--- src/rtl/key_schedule.sv ---
// RC4 key-scheduling stage: fills the shared 256x8 S memory with the
// identity permutation, then permutes it with the latched secret key.
// The S-memory port is driven only while busy; done holds until acknowledged.
// Optional feature macro: KSA_CYCLE_COUNT_EN adds a 16-bit cycle_count output
// that counts busy cycles of the most recent schedule.
module key_schedule #(
  parameter int KEY_LENGTH = 3
) (
  input  logic                    clk,
  input  logic                    reset_n,
  input  logic                    start,
  input  logic                    done_ack,
  input  logic [8*KEY_LENGTH-1:0] secret_key,
  output logic [7:0]              s_mem_addr,
  output logic [7:0]              s_mem_data_write,
  output logic                    s_mem_wren,
  input  logic [7:0]              s_mem_data_read,
  output logic                    busy,
  output logic                    done
`ifdef KSA_CYCLE_COUNT_EN
  ,
  output logic [15:0]             cycle_count
`endif
);

  localparam int KIW = (KEY_LENGTH > 1) ? $clog2(KEY_LENGTH) : 1;

  typedef enum logic [3:0] {
    IDLE,
    INIT,
    RD_I_ADDR,
    RD_I_WAIT,
    RD_I,
    COMP_J,
    RD_J_ADDR,
    RD_J_WAIT,
    RD_J,
    WR_I,
    WR_J,
    DONE
  } state_t;

  state_t                  state;
  state_t                  state_next;
  logic [7:0]              i;
  logic [7:0]              j;
  logic [7:0]              s_i;
  logic [7:0]              s_j;
  logic [8*KEY_LENGTH-1:0] key_q;
  logic [KIW-1:0]          key_idx;
  logic [7:0]              key_byte;

  // key_idx tracks i mod KEY_LENGTH; byte 0 of the key sits in the MSBs
  assign key_byte = key_q[(8*KEY_LENGTH-1) - 8*int'(key_idx) -: 8];

  // State register with synchronous active-low reset
  always_ff @(posedge clk) begin
    if (!reset_n) begin
      state <= IDLE;
    end else begin
      state <= state_next;
    end
  end

  // Index, key and swap-operand registers advanced by the current state
  always_ff @(posedge clk) begin
    if (!reset_n) begin
      i       <= '0;
      j       <= '0;
      s_i     <= '0;
      s_j     <= '0;
      key_q   <= '0;
      key_idx <= '0;
    end else begin
      case (state)
        IDLE: begin
          if (start) begin
            key_q   <= secret_key;
            i       <= '0;
            j       <= '0;
            key_idx <= '0;
          end
        end
        INIT: begin
          i <= i + 8'd1;
          if (i == 8'hff) begin
            key_idx <= '0;
          end
        end
        RD_I: begin
          s_i <= s_mem_data_read;
        end
        COMP_J: begin
          j <= j + s_i + key_byte;
        end
        RD_J: begin
          s_j <= s_mem_data_read;
        end
        WR_J: begin
          if (i != 8'hff) begin
            i       <= i + 8'd1;
            key_idx <= (key_idx == KIW'(KEY_LENGTH - 1)) ? '0 : key_idx + 1'b1;
          end
        end
        default: begin
        end
      endcase
    end
  end

  // Next-state logic and memory-port / status outputs
  always_comb begin
    state_next       = state;
    s_mem_addr       = 8'd0;
    s_mem_data_write = 8'd0;
    s_mem_wren       = 1'b0;
    busy             = 1'b1;
    done             = 1'b0;
    case (state)
      IDLE: begin
        busy = 1'b0;
        if (start) begin
          state_next = INIT;
        end
      end
      INIT: begin
        s_mem_addr       = i;
        s_mem_data_write = i;
        s_mem_wren       = 1'b1;
        if (i == 8'hff) begin
          state_next = RD_I_ADDR;
        end
      end
      RD_I_ADDR: begin
        s_mem_addr = i;
        state_next = RD_I_WAIT;
      end
      RD_I_WAIT: begin
        s_mem_addr = i;
        state_next = RD_I;
      end
      RD_I: begin
        state_next = COMP_J;
      end
      COMP_J: begin
        state_next = RD_J_ADDR;
      end
      RD_J_ADDR: begin
        s_mem_addr = j;
        state_next = RD_J_WAIT;
      end
      RD_J_WAIT: begin
        s_mem_addr = j;
        state_next = RD_J;
      end
      RD_J: begin
        state_next = WR_I;
      end
      WR_I: begin
        s_mem_addr       = i;
        s_mem_data_write = s_j;
        s_mem_wren       = 1'b1;
        state_next       = WR_J;
      end
      WR_J: begin
        s_mem_addr       = j;
        s_mem_data_write = s_i;
        s_mem_wren       = 1'b1;
        state_next       = (i == 8'hff) ? DONE : RD_I_ADDR;
      end
      DONE: begin
        busy = 1'b0;
        done = 1'b1;
        if (done_ack) begin
          state_next = IDLE;
        end
      end
      default: begin
        busy       = 1'b0;
        state_next = IDLE;
      end
    endcase
  end

`ifdef KSA_CYCLE_COUNT_EN
  // Busy-cycle counter: cleared on an accepted start, frozen outside busy states
  always_ff @(posedge clk) begin
    if (!reset_n) begin
      cycle_count <= 16'd0;
    end else if (state == IDLE && start) begin
      cycle_count <= 16'd0;
    end else if (busy) begin
      cycle_count <= cycle_count + 16'd1;
    end
  end
`endif

endmodule
--- config.mk ---
export PLATFORM = sky130hd
export DESIGN_NAME = key_schedule
export DESIGN_NICKNAME = d
export VERILOG_FILES = /design/src/rtl/key_schedule.sv
export SDC_FILE = /design/constraint.sdc
export NUM_CORES = 1
export LEC_CHECK = 0
export ABC_AREA = 1
export BUFFER_PORTS_ARGS = -buffer_cell sky130_fd_sc_hd__buf_4
export CAP_MARGIN = 0
export CORE_ASPECT_RATIO = 0.75
export CORE_UTILIZATION = 55
export DETAILED_ROUTE_END_ITERATION = 10
export PLACE_DENSITY = 0.85
export REMOVE_ABC_BUFFERS = 1
export SYNTH_ARGS = -nofsm -noshare
export SYNTH_HDL_FRONTEND = slang
export SYNTH_SLANG_ARGS = --single-unit
--- constraint.sdc ---
create_clock -name clk -period 3.6 [get_ports clk]
set_input_delay 0.54 -clock clk [delete_from_list [all_inputs] [get_ports clk]]
set_output_delay 0.54 -clock clk [all_outputs]
set_load 0.02 [all_outputs]
### Yosys cells after proc, flatten, opt, wreduce, memory -nomap -nowiden

Cells that the tools add are included.

* shift operators: 1
* reductions and logical operators: 12
* multiplexer cells: 19
* add/subtract/negate cells: 5
* equal/unequal tests: 18

Operator list (number)
* case mux 4 bit (12 select lines): 1
* case mux 8 bit (3 select lines): 2
* case mux 8 bit (2 select lines): 2
* indexed part select 31 x 6 -> 8 bit: 1
* adder 8 bit: 2
* equality test 4 x 3 -> 1 bit, second input constant: 4
* equality test 4 bit, second input constant: 4
* 2-to-1 mux 4 bit: 4
* 2-to-1 mux 8 bit: 2
* OR reduction 10 bit: 1
* adder 8 x 1 -> 8 bit, second input constant: 1
* equality test 4 x 2 -> 1 bit, second input constant: 2
* equality test 8 bit, second input constant: 1
* 2-to-1 mux 2 bit: 4
* inequality test 2 bit, second input constant: 4
* inequality test 8 bit, second input constant: 1
* case mux 2 bit (3 select lines): 1
* AND reduction 3 bit: 2
* OR reduction 3 bit: 2
* subtractor 5 x 5 -> 6 bit, first input constant: 1
* equality test 4 x 1 -> 1 bit, second input constant: 1
* logical NOT 4 bit: 1
* AND reduction 2 bit: 2
* AND reduction 4 bit: 1
* 6 further kinds: 8

* output and inout port bits: 19
* bits in registers: 62
* logic and storage cells: 62

### Longest topological paths before layout

* depth in word-level cells: 4
* depth in mapped cells: 17

### Worst setup path before layout

Ideal clock, no wire load.

* path kind: register to register
* from: register key_idx[0]
* to: register j[5]
* data required time: 3466 ps
* setup time: 134 ps
* slack: 354 ps
* cell stages (with the launch flop): 17
* arrival: 3112 ps
* buffers on the path: 1
* path through: dfxtp_1 > buf_2 > clkinv_1 > ha_1 > inv_1 > nor3_1 > a2111oi_0 > fa_1 > ha_1 > inv_1 > fa_1 > inv_1 > nand3_1 > nand3_1 > or2_2 > nand3_1 > a21oi_1

* longest elaborated chain between the ends: 4

RTL lines
* start: declaration: line 50 `logic [KIW-1:0] key_idx;`
* start signal: assignment: line 102 `key_idx <= (key_idx == KIW'(KEY_LENGTH - 1)) ? '0 : key_idx + 1'b1;`
* subtractor 5 x 5 -> 6 bit: line 54 `assign key_byte = key_q[(8*KEY_LENGTH-1) - 8*int'(key_idx) -: 8];`
* indexed part select 31 x 6 -> 8 bit: line 54
* adder 8 bit: line 94 `j <= j + s_i + key_byte;`
* case mux 8 bit (2 select lines): line 75 `case (state)`
* end signal: assignment: line 94
* end: declaration: line 46 `logic [7:0] j;`

Every way passes these cells.
A chain may end at the register's enable or synchronous reset.

### Worst setup path in the final report

* from: register key_idx[0]
* to: register j[7]

The elaborated chain is that of the path after synthesis.

==> metrics.cfg <==
[critical_path]
crit_slowest_cell=sky130_fd_sc_hd__fa_1
biggest_fanout_along_the_worst_timing_path=8
crit_path_start_kind=register
worstSetupEndpointType=register
crit_start=key_idx[0]$_SDFFE_PN0P_
worstRegToRegCells=15
regToRegStartpoint=key_idx[0]$_SDFFE_PN0P_
reg2reg_to=j[7]$_SDFFE_PN0P_
cp_slowest_stage_delay_ns=0.50
crit_required_ns=3.82
crit_path_cell_trace=clkinv_1, ha_4, inv_1, nor3_1, a2111oi_2, fa_1, ha_1, inv_1, fa_1, inv_1, nand4_1, nand3_1, nand3_1, nand3_1, a21oi_1
worstPathArrival_ns=3.53
reg2reg_slack_ns=0.29
crit_type=register to register

[detailed_routing]
drc=0
dr.pass1.iters=6
remaining_antenna_violation_count=0
post_drt_wl_per_cell_microns=14.7
postRouteWirelength_mm=9.36
first_iter_violations=260
vias_per_cell=5.66
routed-via-count=3591

[power]
power.share.combinational=0.301
switching_power_as_a_share_of_total_power=0.349
total_leakage_power_uw=0.00191
finalPower_uw=1960
cellPowerDensity_nw_per_um2=468
power.ir.vdd_worst_v=0.000246
seqPwrFrac=0.389
power_frac_clock=0.311
net-switching-power_uw=685
cell_internal_power_uw=1280

[die]
dieHeight_microns=71.6
die_area_sq_um=6780
placementRows=24
placeableCoreArea_sq_um=6010
dieWidth_microns=94.7
starting_density=0.591
count_of_pins_on_the_block_boundary=55

[synthesis]
postSynthRegisterBits=62
post_synth_xor_area_fraction=0.00494
yosysTopAreaCellShare=0.350
synthCells=500
synth_edf_count=0
synth.largest_area_cell=sky130_fd_sc_hd__dfxtp_1
ys_dominant_reg_cell=sky130_fd_sc_hd__dfxtp_1
synth.area.top_cells=sky130_fd_sc_hd__dfxtp_1 35%, sky130_fd_sc_hd__nand2_1 9.8%, sky130_fd_sc_hd__inv_1 7.5%
synth.mux.area_fraction=0
async_flop_share=0
synth_top_family_by_area=simple AND/OR/NAND/NOR gates
synth_adder_area_share=0.0804
synth_cell_type_count=39
synth-seq-area-share=0.350
synth_compound_gate_area_share=0.197
synth_top_cells_by_count=93 x sky130_fd_sc_hd__nand2_1, 71 x sky130_fd_sc_hd__inv_1, 62 x sky130_fd_sc_hd__dfxtp_1
synth.most_common_cell=sky130_fd_sc_hd__nand2_1
synth_warnings=0
mappedNetlistArea_sq_um=3550
postSynthAreaPerCell_sq_um=7.09
synthesized_area_fraction_occupied_by_and_or_nand_nor_cells=0.258

[layout]
drive_gt1_frac=0.187
post_layout_nonfiller_instances=635
layout.nets=607
area_growth_pct=18.3
final_util=0.699
antenna-diode-count=0

[placement]
io_buffers=54
placed_cells=620
detailed_place_hpwl_mm=6.80
gp_congestion=0.876

[timing]
rsz0062_at_grt=no
worst_slew_pin_slew_ns=0.761
max_slew_margin=0.492
layout_min_cycle_time_ns=3.31
setup_tns_ns=0
timing.final.max_slew_violations=0
setup_viol=0
fin_hold_ws_ns=0.412
max_freq_mhz=302
clock-skew-final_ns=0.0134
hold_violations=0
share_of_the_clock_period_used_by_the_worst_path=0.921

[clock_tree]
numCtsBuffers=9
tritoncts_clock_tree=done
htree_num_levels=3
cts_root_buf=sky130_fd_sc_hd__clkbuf_8
cts_hold_buffers=0
tritoncts_num_sinks=62
clk_pin_slew_worst_paths_ns=0.08
worst_skew_pair.late_latency_ns=0.36
cts_setup_buffers=0
cts_buffer_depth=2

[run]
max-cap-violations=0

[global_routing]
grt_pass1_wl_mm=15.0
number_of_global_route_vias_before_repair=3271
largest_net_degree_at_the_start_of_global_routing=38
antenna_found_initial=0
grt_use_total=0.289
global_route.overflow_total=0

[min_path]
hold_path.startpoint=s_mem_data_read[2]
worst_hold_path.num_cells=3
min_delay_worst_endpoint=s_j[2]$_SDFFE_PN0N_
timing.hold.worst.class=input pin to register

[status]
outcome=finished clean

state kept, by name, summed over array words and instances, names as in the netlist:
register,count
key_idx,2
s_j,8
i,8
s_i,8
state,4
key_q,24
j,8
metrics by stage:
step / instance area (sq um) / worst slack, ns
global placement: 3990 / 0.366
finish: 4200 / 0.286
floorplan: 3460 / 0.152
CTS: 4180 / 0.0705
global route: 4200 / 0.0530
detailed placement: 3990 / 0.0903
final cells by class:
class,instances,area (sq um)
clock inverters,4,47.5
repair buffers,57,428
clock buffers,11,141
fillers,514,1810
flip-flops and latches,62,1240
multi-input cells,344,1940
well taps,78,97.6
inverters,79,302
critical path, delay by kind of cell (launching register included):
kind	cells	cell delay (ns)
adders and majority gates	4	1.43
DFF	1	0.34
AOI/OAI and AO/OA	2	0.14
buffers and inverters	4	0.56
and+or+nand+nor	5	0.70
cells in the final DEF, fill, tap and decap left out, types with 2 or more instances in the layout:
cell type                   count
sky130_fd_sc_hd__clkbuf_8      10
sky130_fd_sc_hd__nand2_4        2
sky130_fd_sc_hd__nor2_2         6
sky130_fd_sc_hd__o221ai_1       4
sky130_fd_sc_hd__a2111oi_0      2
sky130_fd_sc_hd__nand2_1       93
sky130_fd_sc_hd__inv_1         71
sky130_fd_sc_hd__fa_1           8
sky130_fd_sc_hd__o21ai_0       39
sky130_fd_sc_hd__o21ai_1        2
sky130_fd_sc_hd__nand4_1        5
sky130_fd_sc_hd__inv_4          2
sky130_fd_sc_hd__a21oi_1       53
sky130_fd_sc_hd__o22ai_1        9
sky130_fd_sc_hd__nor3_1         6
sky130_fd_sc_hd__clkinv_2       2
sky130_fd_sc_hd__a21oi_2        3
sky130_fd_sc_hd__inv_2          5
sky130_fd_sc_hd__xor2_1         2
sky130_fd_sc_hd__buf_4         57
sky130_fd_sc_hd__o211ai_1       7
sky130_fd_sc_hd__dfxtp_1       62
sky130_fd_sc_hd__nand3_1       30
sky130_fd_sc_hd__nand2_2        7
sky130_fd_sc_hd__nor2_1        44
sky130_fd_sc_hd__ha_1           9
kinds of logic (layout without fill, tap and decap cells):
family / Yosys count / in the layout
compound gates: 124 / 124
buf+inv: 94 / 151
xor+xnor: 2 / 2
flops: 62 / 62
simple gates: 200 / 200
fa+ha+maj: 18 / 18
power by group through the flow:
stage / sequential, uW / clock (uW) / combinational [uW]
floorplan: 775 / 0 / 391
global placement: 774 / 0 / 537
detailed placement: 776 / 0 / 558
CTS: 761 / 610 / 565
global route: 766 / 639 / 664
finish: 762 / 609 / 590
what timing repair did:
item | 4_1_cts | 5_1_grt
hold endpoints to repair | 0 | 0
endpoints found under the setup margin | 0 | 4
resized for setup | 0 | 5
metal layers:
layer,wire length [microns],track usage
met1,4180,0.389
met5,0,0
met4,187,0.103
met3,791,0.0796
met2,4200,0.448
how the worst max path moves through the flow:
stage                             end  slack (ns)  depth (start not counted)
floorplan           j[5]$_SDFFE_PN0P_        0.15                         15
global placement    j[5]$_SDFFE_PN0P_        0.37                         15
detailed placement  j[5]$_SDFFE_PN0P_        0.09                         15
CTS                 j[5]$_SDFFE_PN0P_        0.07                         15
global route        j[7]$_SDFFE_PN0P_        0.05                         16
finish              j[7]$_SDFFE_PN0P_        0.29                         15
(Power assumes the default switching activity.)
